## config.mk

```make
export PLATFORM = sky130hd
export DESIGN_NAME = hazard_ctrl
export DESIGN_NICKNAME = d
export VERILOG_FILES = /design/src/rtl/hazard_ctrl.sv
export SDC_FILE = /design/constraint.sdc
export NUM_CORES = 1
export LEC_CHECK = 0
export ABC_AREA = 1
export BUFFER_PORTS_ARGS = -buffer_cell sky130_fd_sc_hd__buf_2
export CAP_MARGIN = 20
export CORE_ASPECT_RATIO = 0.75
export CORE_UTILIZATION = 39
export CTS_CLUSTER_DIAMETER = 60
export DETAILED_ROUTE_END_ITERATION = 10
export HOLD_SLACK_MARGIN = 0.08
export PLACE_DENSITY = 0.79
export SLEW_MARGIN = 0
export SYNTH_ARGS = -nofsm -noshare
export SYNTH_HDL_FRONTEND = slang
export SYNTH_SLANG_ARGS = --single-unit
```

## constraint.sdc

```tcl
create_clock -name clk -period 1.77 [get_ports clk]
set_clock_uncertainty 0.05 [all_clocks]
set_input_delay 0.354 -clock clk [delete_from_list [all_inputs] [get_ports clk]]
set_output_delay 0.354 -clock clk [all_outputs]
set_load 0.05 [all_outputs]
```

## src/rtl/hazard_ctrl.sv

```systemverilog
// hazard_ctrl: pipeline hazard unit.
//   - EX-stage operand forwarding selects (MEM over WB, x0 never forwards)
//   - load-use stall detection and taken-branch flushes
//   - IDLE/BUSY FSM that holds the front of the pipeline while a
//     multi-cycle MUL/DIV occupies EX for MDLAT cycles
// Optional: define HAZ_STATS_EN to add 32-bit StallCnt / FlushCnt counters.
//
// state | meaning
// IDLE  | no multi-cycle op in progress; a MulDivE here starts a sequence
// BUSY  | multi-cycle op held in EX; cnt counts remaining stall cycles
module hazard_ctrl #(
    parameter int MDLAT = 4,
    parameter int CNTW  = $clog2(MDLAT) + 1
) (
    input  logic       clk,
    input  logic       reset,
    input  logic [4:0] Rs1D,
    input  logic [4:0] Rs2D,
    input  logic [4:0] Rs1E,
    input  logic [4:0] Rs2E,
    input  logic [4:0] RdE,
    input  logic [4:0] RdM,
    input  logic [4:0] RdW,
    input  logic       RegWriteM,
    input  logic       RegWriteW,
    input  logic [1:0] ResultSrcE,
    input  logic       PCSrcE,
    input  logic       MulDivE,
    output logic [1:0] ForwardAE,
    output logic [1:0] ForwardBE,
    output logic       StallF,
    output logic       StallD,
    output logic       StallE,
    output logic       FlushD,
    output logic       FlushE,
    output logic       FlushM,
    output logic       MdBusy,
    output logic       MulDivDoneE
`ifdef HAZ_STATS_EN
    ,
    output logic [31:0] StallCnt,
    output logic [31:0] FlushCnt
`endif
);

    typedef enum logic {IDLE = 1'b0, BUSY = 1'b1} state_t;

    // With MDLAT==1 the op completes in its first EX cycle, so the FSM never leaves IDLE.
    localparam bit             MD_EN    = (MDLAT >= 2);
    localparam logic [CNTW-1:0] CNT_INIT = CNTW'((MDLAT >= 2) ? (MDLAT - 2) : 0);

    state_t          state;
    logic [CNTW-1:0] cnt;
    logic            lw_stall;
    logic            md_stall;

    function automatic logic [1:0] fwd_sel(input logic [4:0] rs,
                                           input logic       wr_m,
                                           input logic [4:0] rd_m,
                                           input logic       wr_w,
                                           input logic [4:0] rd_w);
        logic [1:0] sel;
        sel = 2'b00;
        if (wr_m && (rd_m != 5'd0) && (rd_m == rs))
            sel = 2'b10;
        else if (wr_w && (rd_w != 5'd0) && (rd_w == rs))
            sel = 2'b01;
        return sel;
    endfunction

    // Operand forwarding selects for both EX sources.
    always_comb begin
        ForwardAE = fwd_sel(Rs1E, RegWriteM, RdM, RegWriteW, RdW);
        ForwardBE = fwd_sel(Rs2E, RegWriteM, RdM, RegWriteW, RdW);
    end

    // Hazard detection and the stall/flush equations built from it.
    always_comb begin
        lw_stall    = (ResultSrcE == 2'b01) && (RdE != 5'd0) &&
                      ((RdE == Rs1D) || (RdE == Rs2D));
        md_stall    = (state == IDLE) ? (MD_EN && MulDivE) : (cnt != '0);
        MulDivDoneE = (state == BUSY) && (cnt == '0);
        MdBusy      = (state == BUSY);
        StallF      = lw_stall | md_stall;
        StallD      = lw_stall | md_stall;
        StallE      = md_stall;
        FlushD      = PCSrcE;
        FlushE      = (lw_stall | PCSrcE) & ~md_stall;
        FlushM      = md_stall;
    end

    // Multi-cycle occupancy FSM; cnt holds the stall cycles still to go after this one.
    always_ff @(posedge clk) begin
        if (reset) begin
            state <= IDLE;
            cnt   <= '0;
        end else begin
            case (state)
                IDLE: begin
                    if (MD_EN && MulDivE) begin
                        cnt   <= CNT_INIT;
                        state <= BUSY;
                    end
                end
                BUSY: begin
                    if (cnt != '0)
                        cnt <= cnt - CNTW'(1);
                    else
                        state <= IDLE;
                end
                default: state <= IDLE;
            endcase
        end
    end

`ifdef HAZ_STATS_EN
    // Free-running event counters, wrapping modulo 2^32.
    always_ff @(posedge clk) begin
        if (reset) begin
            StallCnt <= '0;
            FlushCnt <= '0;
        end else begin
            if (StallD) StallCnt <= StallCnt + 32'd1;
            if (FlushE) FlushCnt <= FlushCnt + 32'd1;
        end
    end
`endif

endmodule

```

==> run metrics <==
non-filler instance count after layout 199; Final ANT Viol Nets 0; pre-CTS WS -37.0 ps; Final WS setup -86.0 ps; diode count 0; status finished with violations; Core Area 1590 um^2; Avg Inst Size Synth 6.00 um^2; total gr overflow 0; switch share 0.443; internal power 0.346 mW; Max Fclk 539 MHz; initial core utilization 0.445; first-pass GRT wire length 3.14 mm; Sw Pwr 0.275 mW; Final setup viols 3; TritonCTS Buffers 3; MaxCap Viol Count 0; initial antenna violation count 0; Mapped Area 708 um^2; Layout area overhead 63.8%; hpwl dp 1.72 mm; Die Wd 51.2 um; kind of critical path flop to primary output; std cell rows 12; GP Congestion 0.825; final WL 2.05 mm; min-delay worst type input port to flop; fill count 137; Syn Nets 163; count of different cell masters after synthesis 20; commonest non-fill, non-tap cell in the layout buf_2; Via density 4.60; via count 915; minimum clock period 1860 ps; power after layout 0.621 mW; Setup crit end kind primary output; max-slew violations 0; vias in the first global route 733; share of cells above drive strength 1 0.466; DRT iter0 DRCs 11; clock sinks 4; Slew Limit Headroom 0.833; Yosys warnings 0; largest net degree at the start of global routing 6; DRT Pass-1 Iters 4; routed length per instance 10.3 um; Sum Neg Setup Slack -188 ps; Clock Path Buffers 2; placed cell count 190; final worst path period share 1.05; CP startpoint kind flop; CTS tree yes; sequential area share after synthesis 0.113; Power Density 535 nW/um^2; failing checks setup timing; most frequent cells in the layout buf_2, nand2_1, nor2_1; Die Footprint 1990 um^2; Residual DRC 0; Data arrival, critical path 1450 ps; part of the power in registers 0.176; Worst Max-Slew Pin Slew 250 ps; register bit count reported by yosys 4; peak supply drop 0.490 mV; worst-path maximum fanout 4; clock-pin slew on the worst setup and hold paths 40 ps; LEAKAGE 0.631 nW; Clk pwr share 0.172; fin nets 225; root buffer selected by CTS clkbuf_4; combinational power share 0.652; CP required 1370 ps; Final Hold Fails 0; RSZ-0062 raised after global routing true; GRT Total Usage 0.210; Clock Latency Late Sink 230 ps; Ports 55; IO buf count 54; H-tree Lvls 1; Cells after Synth 118; Die Height 38.9 um
flip-flops by register name (all words and copies together), names as in the netlist:
register  flops
cnt           3
MdBusy        1
critical path, cell delays in order, from the launching register on:
cell and delay (ps):
dfxtp_1 290, inv_2 70, ha_4 140, ha_4 140
nand2_4 50, o21ai_4 80, clkinvlp_4 160, a21oi_4 130
buf_6 160
cell usage after synthesis:
master | instances | area [um^2]
nand2_2 | 1 | 6.26
nand3_1 | 3 | 15.0
xor2_1 | 8 | 70.1
nor2_1 | 22 | 82.6
o21ai_2 | 2 | 17.5
a211oi_1 | 1 | 7.51
o21ai_0 | 1 | 5.00
dfxtp_1 | 4 | 80.1
inv_2 | 3 | 11.3
a21oi_2 | 1 | 8.76
nor3_1 | 3 | 15.0
nand2_1 | 25 | 93.8
inv_1 | 17 | 63.8
buf_4 | 3 | 22.5
nor3_2 | 2 | 20.0
a221oi_1 | 1 | 8.76
xnor2_1 | 14 | 123
ha_1 | 2 | 25.0
nand3b_1 | 1 | 7.51
nand4_1 | 4 | 25.0
repair_timing:
item | in CTS | in global routing
gates resized for setup | 9 | 8
endpoints found under the setup margin | 5 | 8
buffers inserted | 4 | 2
hold endpoints to repair | 0 | 0
hold buffers | 0 | 0
pin swaps | 2 | 2
power by group through the flow:
| stage | logic, mW | registers (mW) | clock network, mW |
|---|---|---|---|
| 4_1_cts | 0.384 | 0.109 | 0.113 |
| 3_5_place_dp | 0.345 | 0.109 | 0 |
| 6_report | 0.405 | 0.109 | 0.107 |
| 5_1_grt | 0.438 | 0.111 | 0.115 |
| 2_1_floorplan | 0.233 | 0.116 | 0 |
| 3_3_place_gp | 0.337 | 0.108 | 0 |
metal layers:
layer | vias up | track usage | part of all wire
li1 | 483 | - | -
met1 | 414 | 0.266 | 0.46
met2 | 18 | 0.405 | 0.51
met3 | 0 | 0.00392 | 0.029
met4 | 0 | 0.0417 | 0
met5 | - | 0 | 0
logic make-up after synthesis:
logic type	synth area share
DFF	0.113
buffers and inverters	0.138
xor gates and xnor gates	0.272
adders and majority gates	0.0353
and+or+nand+nor	0.375
AOI/OAI and AO/OA	0.0671
worst paths after layout:
check | start | end | slack (ps) | cells past startpoint
worst max-delay path | cnt[1] | FlushE | -90 | 8
worst min-delay path | reset | MdBusy | 270 | 2
worst max register to register | cnt[1] | cnt[0] | 210 | 9
worst min register to register | cnt[1] | cnt[1] | 440 | 2
through the flow:
stage | hold WS [ps] | cell area, um^2 | util
2_1_floorplan | 369 | 763 | -
5_1_grt | 280 | 1160 | 0.729
6_report | 273 | 1160 | 0.729
4_1_cts | 267 | 1120 | 0.702
3_5_place_dp | 423 | 1040 | 0.652
3_3_place_gp | 410 | 1040 | 0.652
cell type report:
| class | count | area (um^2) | share of cell area |
|---|---|---|---|
| inverters | 20 | 78.8 | 0.0680 |
| repair buffers | 60 | 342 | 0.294 |
| well taps | 21 | 26.3 | 0.0227 |
| clock buffers | 3 | 22.5 | 0.0194 |
| multi-input cells | 91 | 608 | 0.524 |
| flip-flops and latches | 4 | 82.6 | 0.0712 |
No activity file was read; power rests on OpenSTA's default activity.
